[src/rtl/uart_rom_loader_pkg.sv]
// Shared constants and FSM encoding for the UART ROM loader.
// Host tools rely on the same byte values.
package uart_rom_loader_pkg;

  localparam logic [7:0] SYNC_DEFAULT = 8'h55;
  localparam logic [7:0] CMD_WRITE    = 8'h01;
  localparam logic [7:0] CMD_RUN      = 8'h02;
  localparam logic [7:0] CMD_HALT     = 8'h03;
  localparam int         TMO_W        = 24;

  typedef enum logic [2:0] {
    HUNT,
    CMD,
    ADDR_H,
    ADDR_L,
    LEN,
    DATA,
    CHK
  } state_t;

endpackage

[src/rtl/uart_rom_loader_if.sv]
// Byte-wide memory write port with a req/ack handshake.
// The master holds req, addr and wdata stable until ack is seen.
interface uart_rom_loader_if;
  logic        mem_req;
  logic [15:0] mem_addr;
  logic [7:0]  mem_wdata;
  logic        mem_ack;

  modport master (output mem_req, mem_addr, mem_wdata, input mem_ack);
  modport slave  (input mem_req, mem_addr, mem_wdata, output mem_ack);
endinterface

[src/rtl/uart_rom_loader.sv]
// Packet controller between uart_rx and a cart ROM/RAM write port.
// It parses WRITE/RUN/HALT frames and holds the core in reset until a valid RUN arrives.
module uart_rom_loader
  import uart_rom_loader_pkg::*;
#(
  parameter int unsigned TIMEOUT_CLKS = 120000,
  parameter logic [7:0]  SYNC_BYTE    = SYNC_DEFAULT
) (
  input  logic                      clk,
  input  logic                      rst_n,
  input  logic                      rx_valid,
  input  logic [7:0]                rx_byte,
  uart_rom_loader_if.master         mem,
  output logic                      core_run,
  output logic                      busy,
  output logic                      err_chk,
  output logic                      err_ovr,
  output logic                      err_tmo,
  input  logic                      clr_err
);

  localparam logic [TMO_W-1:0] TMO_LAST = TMO_W'(TIMEOUT_CLKS - 1);

  state_t           state;
  logic             rx_valid_d;
  logic             stb;
  logic [7:0]       cmd;
  logic [7:0]       xor_acc;
  logic [15:0]      cur_addr;
  logic [8:0]       len_cnt;
  logic [TMO_W-1:0] tmo_cnt;

  // uart_rx holds data_valid for several cycles; only its rising edge carries a byte.
  assign stb  = rx_valid & ~rx_valid_d;
  assign busy = (state != HUNT) || mem.mem_req;

  // NOTE: all state below uses non-blocking assignments so every branch sees
  // the pre-edge values; later assignments in the block take priority.
  always_ff @(posedge clk or negedge rst_n) begin
    if (!rst_n) begin
      state         <= HUNT;
      rx_valid_d    <= 1'b0;
      cmd           <= 8'h00;
      xor_acc       <= 8'h00;
      cur_addr      <= 16'h0000;
      len_cnt       <= 9'd0;
      tmo_cnt       <= '0;
      mem.mem_req   <= 1'b0;
      mem.mem_addr  <= 16'h0000;
      mem.mem_wdata <= 8'h00;
      core_run      <= 1'b0;
      err_chk       <= 1'b0;
      err_ovr       <= 1'b0;
      err_tmo       <= 1'b0;
    end else begin
      rx_valid_d <= rx_valid;

      // Clear sits first so a same-cycle error set below overrides it.
      if (clr_err) begin
        err_chk <= 1'b0;
        err_ovr <= 1'b0;
        err_tmo <= 1'b0;
      end

      if (mem.mem_req && mem.mem_ack) begin
        mem.mem_req <= 1'b0;
        cur_addr    <= cur_addr + 16'd1;
      end

      if (stb) begin
        tmo_cnt <= '0;
        if (mem.mem_req) begin
          // Previous write still pending: drop the byte and abandon the packet.
          err_ovr <= 1'b1;
          state   <= HUNT;
        end else begin
          unique case (state)
            HUNT: begin
              if (rx_byte == SYNC_BYTE) begin
                xor_acc <= 8'h00;
                state   <= CMD;
              end
            end
            CMD: begin
              cmd     <= rx_byte;
              xor_acc <= xor_acc ^ rx_byte;
              if (rx_byte == CMD_WRITE)
                state <= ADDR_H;
              else if (rx_byte == CMD_RUN || rx_byte == CMD_HALT)
                state <= CHK;
              else
                state <= HUNT;
            end
            ADDR_H: begin
              cur_addr[15:8] <= rx_byte;
              xor_acc        <= xor_acc ^ rx_byte;
              state          <= ADDR_L;
            end
            ADDR_L: begin
              cur_addr[7:0] <= rx_byte;
              xor_acc       <= xor_acc ^ rx_byte;
              state         <= LEN;
            end
            LEN: begin
              len_cnt <= (rx_byte == 8'h00) ? 9'd256 : {1'b0, rx_byte};
              xor_acc <= xor_acc ^ rx_byte;
              state   <= DATA;
            end
            DATA: begin
              mem.mem_wdata <= rx_byte;
              mem.mem_addr  <= cur_addr;
              mem.mem_req   <= 1'b1;
              xor_acc       <= xor_acc ^ rx_byte;
              len_cnt       <= len_cnt - 9'd1;
              if (len_cnt == 9'd1)
                state <= CHK;
            end
            CHK: begin
              if (rx_byte == xor_acc) begin
                if (cmd == CMD_RUN)
                  core_run <= 1'b1;
                else if (cmd == CMD_HALT)
                  core_run <= 1'b0;
              end else begin
                err_chk <= 1'b1;
              end
              state <= HUNT;
            end
            default: state <= HUNT;
          endcase
        end
      end else if (state != HUNT) begin
        if (tmo_cnt == TMO_LAST) begin
          err_tmo <= 1'b1;
          tmo_cnt <= '0;
          state   <= HUNT;
        end else begin
          tmo_cnt <= tmo_cnt + 1'b1;
        end
      end
    end
  end

endmodule

[src/flat_wrapper.sv]
// flat-port wrapper written by rule: the top's interface ports become plain ports
module uart_rom_loader_flat import uart_rom_loader_pkg::*;
#(
  parameter int unsigned TIMEOUT_CLKS = 120000,
  parameter logic [7:0]  SYNC_BYTE    = SYNC_DEFAULT
)
  (clk, rst_n, rx_valid, rx_byte, core_run, busy, err_chk, err_ovr, err_tmo, clr_err, mem_mem_req, mem_mem_addr, mem_mem_wdata, mem_mem_ack);
  uart_rom_loader_if mem_i ();
  input  logic clk;
  input  logic rst_n;
  input  logic rx_valid;
  input  logic [7:0] rx_byte;
  output logic core_run;
  output logic busy;
  output logic err_chk;
  output logic err_ovr;
  output logic err_tmo;
  input  logic clr_err;
  output wire logic [$bits(mem_i.mem_req)-1:0] mem_mem_req;
  output wire logic [$bits(mem_i.mem_addr)-1:0] mem_mem_addr;
  output wire logic [$bits(mem_i.mem_wdata)-1:0] mem_mem_wdata;
  input wire logic [$bits(mem_i.mem_ack)-1:0] mem_mem_ack;
  assign mem_mem_req = mem_i.mem_req;
  assign mem_mem_addr = mem_i.mem_addr;
  assign mem_mem_wdata = mem_i.mem_wdata;
  assign mem_i.mem_ack = mem_mem_ack;
  uart_rom_loader #(.TIMEOUT_CLKS(TIMEOUT_CLKS), .SYNC_BYTE(SYNC_BYTE)) u_core (.clk(clk), .rst_n(rst_n), .rx_valid(rx_valid), .rx_byte(rx_byte), .mem(mem_i), .core_run(core_run), .busy(busy), .err_chk(err_chk), .err_ovr(err_ovr), .err_tmo(err_tmo), .clr_err(clr_err));
endmodule
[config.mk]
export PLATFORM = sky130hd
export DESIGN_NAME = uart_rom_loader_flat
export DESIGN_NICKNAME = d
export VERILOG_FILES = /design/src/rtl/uart_rom_loader_pkg.sv /design/src/rtl/uart_rom_loader_if.sv /design/src/rtl/uart_rom_loader.sv /design/src/flat_wrapper.sv
export SDC_FILE = /design/constraint.sdc
export NUM_CORES = 1
export LEC_CHECK = 0
export BUFFER_PORTS_ARGS = -buffer_cell sky130_fd_sc_hd__buf_2
export CORE_UTILIZATION = 30
export DETAILED_ROUTE_END_ITERATION = 8
export PLACE_DENSITY = 0.57
export RECOVER_POWER = 50
export REMOVE_ABC_BUFFERS = 1
export SLEW_MARGIN = 20
export SYNTH_ARGS = -nofsm -noshare
export SYNTH_HDL_FRONTEND = slang
export SYNTH_SLANG_ARGS = --single-unit
export TNS_END_PERCENT = 50
[constraint.sdc]
create_clock -name clk -period 4.8 [get_ports clk]
set_input_delay 0.24 -clock clk [delete_from_list [all_inputs] [get_ports clk]]
set_output_delay 0.24 -clock clk [all_outputs]
set_load 0.02 [all_outputs]
# == After elaboration in Yosys (flattened, before gate mapping) ==
# Cells that the tools add are included.
# word_totals
regBits,98
out_inout_bits,30
# classes
add_sub_neg,3
eq_ne,18
n_mux,39
n_bitwise,4
reduce_logical,18
# op_table
cell,count
$mux 24,3
$mux 16,3
$eq 8x2->1 const B,4
$add 24x1->24 const B,1
$eq 24x17->1 const B,1
$mux 3,8
$mux 8,3
$mux 1,18
$pmux 3 s6,1
$pmux 9 s2,1
$add 16x1->16 const B,1
$pmux 8 s2,1
$reduce_bool 2->1,5
$eq 3x3->1 const B,3
$eq 9x1->1 const B,1
$mux 9,1
$reduce_and 3->1,3
$sub 9x1->9 const B,1
$eq 8x1->1 const B,1
$eq 8x7->1 const B,1
$eq 8x8->1,1
$logic_not 8->1,1
$ne 4x3->1 const B,2
$reduce_and 4->1,2
other kinds (12),15

# == Longest topological paths before layout ==
# logic_depth
depth_word,7
ltp_mapped,7
ltp_nobuf,6

# == Least setup slack after synthesis ==
# No wires, ideal clock.
# synth_path
kind,flip-flop to flip-flop
from,register u_core.mem.mem_req
to,register u_core.len_cnt[4]
arrival_time_ps,1682
required_ps,4723
setup_slack_ps,3041
path_stages_with_launch,7
n_path_buf,1
period_less_slack_ps,1759
path_cell_list,dfrtp_1 -> or3b_2 -> or3_1 -> clkbuf_1 -> a21oi_1 -> nor2_1 -> a21oi_1
# synth_between
elab_chain_len,2
# synth_rtl
item,line_no,text
start: declaration,uart_rom_loader_if.sv:9,"modport master (output mem_req, mem_addr, mem_wdata, input mem_ack);"
start signal: assignment,uart_rom_loader.sv:48,mem.mem_req <= 1'b0;
start signal: assignment,uart_rom_loader.sv:66,mem.mem_req <= 1'b0;
start signal: assignment,uart_rom_loader.sv:112,mem.mem_req <= 1'b1;
$not 1->1 (no line),-,
$reduce_and 3->1 (no line),-,
end signal: assignment,uart_rom_loader.sv:105,"len_cnt <= (rx_byte == 8'h00) ? 9'd256 : {1'b0, rx_byte};"
end signal: assignment,uart_rom_loader.sv:114,len_cnt <= len_cnt - 9'd1;
end: declaration,uart_rom_loader.sv:30,logic [8:0] len_cnt;
# Every way passes these cells.
# A chain may end at the register's enable or synchronous reset.

==> summary.md <==
| Metric | Value |
|---|---|
| Outcome | `complete, but fails checks` |
| Failing checks | `capacitance limit, slew limit` |
| Register area share after synthesis | `0.501` |
| Largest cells by area after synthesis | `dfrtp_1 (50%), mux2_2 (6.9%), nor2_1 (4.2%), a21oi_1 (3.6%), o21ai_0 (3.6%)` |
| GR Util All Layers | `0.143` |
| Initial DRC Count | `roughly 250` |
| Die H | `approximately 130 um` |
| Worst Path Max Fanout | `55` |
| Worst hold slack | `0.0523 ns` |
| F_max | `roughly 350 MHz` |
| Synthesized flop and latch total | `98` |
| Final ANT Viol Nets | `0` |
| Starting Density | `0.308` |
| Antenna cell count | `0` |
| Largest net degree at the start of global routing | `56` |
| DRT Wirelength | `~11 mm` |
| DP HPWL | `approximately 7.7 mm` |
| Combinational share of power | `0.327` |
| Power per cell area | `about 560 nW/um^2` |
| First-pass GRT wire length | `18.6 mm` |
| Die Wd | `between 100 and 150 um` |
| Clk root buf | `clkbuf_16` |
| Tmin final | `between 2 and 3 ns` |
| Post-layout util | `0.350` |
| Vias in the first global route | `~3.6k` |
| Clock share of power | `0.236` |
| Via count | `3,822` |
| Post-route cell area | `between 5000 and 6000 um^2` |
| Final Hold Fails | `0` |
| Worst hold path type | `input port to flip-flop` |
| Dominant cell type by area after synthesis | `dfrtp_1` |
| CTS clk-pin slew, worst paths | `0.06 ns` |
| Area share of the largest cell type after synthesis | `0.501` |
| Clock tree buffer depth | `2` |
| Slew at the pin closest to its max-slew limit | `~2.3 ns` |
| Post-synth cell types | `52` |
| Filler cells | `1,626` |
| Primary FF master, synth | `dfrtp_1` |
| Sw power | `between 0.001 and 0.0015 W` |
| Min-delay src | `rx_valid` |
| Cell Area, Placed | `between 5000 and 6000 um^2` |
| Top Ports | `between 40 and 50` |
| Worst r2r src | `u_core.state[1]` |
| Placer Congestion | `~0.84` |
| CP Class | `input port to async pin` |
| Share of layout cells above drive strength 1 | `0.129` |
| Gate Count Post-Synth | `499` |
| Maximum VDD drop | `roughly 0.20 mV` |
| FF-to-FF path depth | `5` |
| Clock Skew | `0.00762 ns` |
| Most common cell in the synthesized netlist | `dfrtp_1` |
| CTS resizes | `0` |
| Setup violators final | `0` |
| Port buffer count | `42` |
| First-pass detailed-route iteration total | `5` |
| Clk sink count | `98` |
| CTS buffer count | `9` |
| Worst path required time | `5.21 ns` |
| CORE AREA | `~16,000 um^2` |
| List of most frequent post-synthesis cells | `dfrtp_1 (98), nor2_1 (55), nand2_1 (36)` |
| Drt wl/cell | `between 15 and 20 um` |
| RSZ-0062 raised after global routing | `no` |
| Final Cycle Share | `0.599` |
| Sw Share | `0.378` |
| R2R Setup Slk | `about 2.1 ns` |
| CTS tree | `done` |
| Antenna violations before repair | `0` |
| Slew HR | `-0.559` |
| Min-Delay Endpoint | `u_core.rx_valid_d` |
| H-tree depth | `3` |
| Sequential Power Share | `0.437` |
| Setup tns final | `0 ns` |
| Max-slew violation count | `45` |
| Fin nets | `547` |
| Row count | `between 40 and 50` |
| Critical Path Start Type | `input port` |
| Mapped Area | `4900 um^2` |
| Avg Synthesized Cell Area | `9.81 um^2` |
| Clock Latency Late Sink | `approximately 0.35 ns` |
| Crit path from | `rst_n` |
| WHS Path Cells | `1` |
| Area Overhead vs Synth | `13.6%` |
| Total internal power | `0.00193 W` |
| Number of synthesized flops with an enable pin | `0` |
| CP Capture Type | `async pin` |
| CP Data Arrival Time | `about 3.3 ns` |
| RR Endpoint | `u_core.state[2]` |
| Die area | `around 17,000 um^2` |
| Async set-reset flop share out of synthesis | `1.00` |
| Grt total ovfl | `0` |
| Vias per inst | `~5` |
| Yosys warning count | `0` |
| DRC viols | `0` |
| Total of max-cap violations | `1` |
| LEAKAGE | `2.30 nW` |
[through the flow]
step,total power [W],worst slack [ns],std cells
6_report,0.00310,1.92,750
5_1_grt,0.00333,1.30,750
4_1_cts,0.00315,2.07,750
3_5_place_dp,0.00241,2.06,734
3_3_place_gp,0.00236,2.22,734
2_1_floorplan,0.00205,2.65,474
[cell type report]
class | instances | area (um^2) | share of cell area
clock inverters | 5 | 61.3 | 0.0110
inverters | 16 | 60.1 | 0.0108
repair buffers | 45 | 196 | 0.0353
well taps | 216 | 270 | 0.0486
flip-flops and latches | 98 | 2450 | 0.441
multi-input cells | 360 | 2280 | 0.410
clock buffers | 10 | 239 | 0.0430
[layer usage]
layer,track usage,routed length (um)
met2,0.221,5290
met3,0.0258,377
met5,0,0
met4,0.0581,179
met1,0.197,5460
[flip-flops by register name, indices dropped and copies added, names as in the netlist, 3 cells and up]
signal                cells
u_core.cur_addr          16
u_core.tmo_cnt           24
u_core.state              3
u_core.len_cnt            9
u_core.mem.mem_addr      16
u_core.mem.mem_wdata      8
u_core.xor_acc            8
u_core.cmd                8
[what timing repair did]
action / in CTS / in global routing
hold buffers: 1 / 0
setup buffers: 0 / 0
hold endpoints to repair: 43 / 0
[worst max-delay path, cell delays in order]
cell and delay, ns:
dlygate4sd3_1 0.53, clkbuf_1 1.65, buf_4 0.79
[placed cells by master (no fill, tap or decap), types with 4 or more instances in the layout]
cell       synthesis  layout
mux2_2            30      30
clkbuf_16          0       9
o21ai_0           35      35
nor4_1             8       9
dfrtp_1           98      98
nor3_1             9       8
buf_2              6      11
inv_1             16      16
a31oi_1            4       4
xor2_1            17      17
nand3_1           28      28
clkbuf_1          19      31
a22oi_1            4       4
nand2b_1           9       9
or3_1              4       4
nor4b_1            4       4
nand4_1           14      14
ha_1               4       4
nor2_1            55      55
a21oi_1           35      35
xnor2_1           18      18
o22ai_1            4       4
nand2_1           36      36
[how the worst max path moves through the flow]
stage | endpoint | slack [ns] | depth (start not counted)
after floorplan | u_core.len_cnt[3] | 2.65 | 5
after global placement | u_core.state[2] | 2.22 | 5
after detailed placement | u_core.state[2] | 2.06 | 5
after CTS | u_core.state[2] | 2.07 | 5
after global routing | u_core.xor_acc[6] | 1.30 | 3
final | u_core.xor_acc[6] | 1.92 | 3
[cell families (layout without fill, tap and decap cells)]
logic type / count (synthesis) / in the layout / synth area share
adder cells (fa/ha/maj): 4 / 4 / 0.0102
AND/OR/NAND/NOR: 187 / 187 / 0.199
AO/OA/AOI/OAI: 102 / 102 / 0.122
multiplexers: 32 / 32 / 0.0731
flip-flops: 98 / 98 / 0.501
XOR/XNOR: 35 / 35 / 0.0626
buffers and inverters: 41 / 76 / 0.0330
[power by group through the flow]
stage | registers, W | clock network [W] | logic, W
floorplan | 0.00144 | 0 | 0.000618
global placement | 0.00134 | 0 | 0.00102
detailed placement | 0.00137 | 0 | 0.00104
CTS | 0.00135 | 0.000758 | 0.00105
global route | 0.00140 | 0.000793 | 0.00113
finish | 0.00136 | 0.000732 | 0.00101
Power figures use the tool's default switching activity.
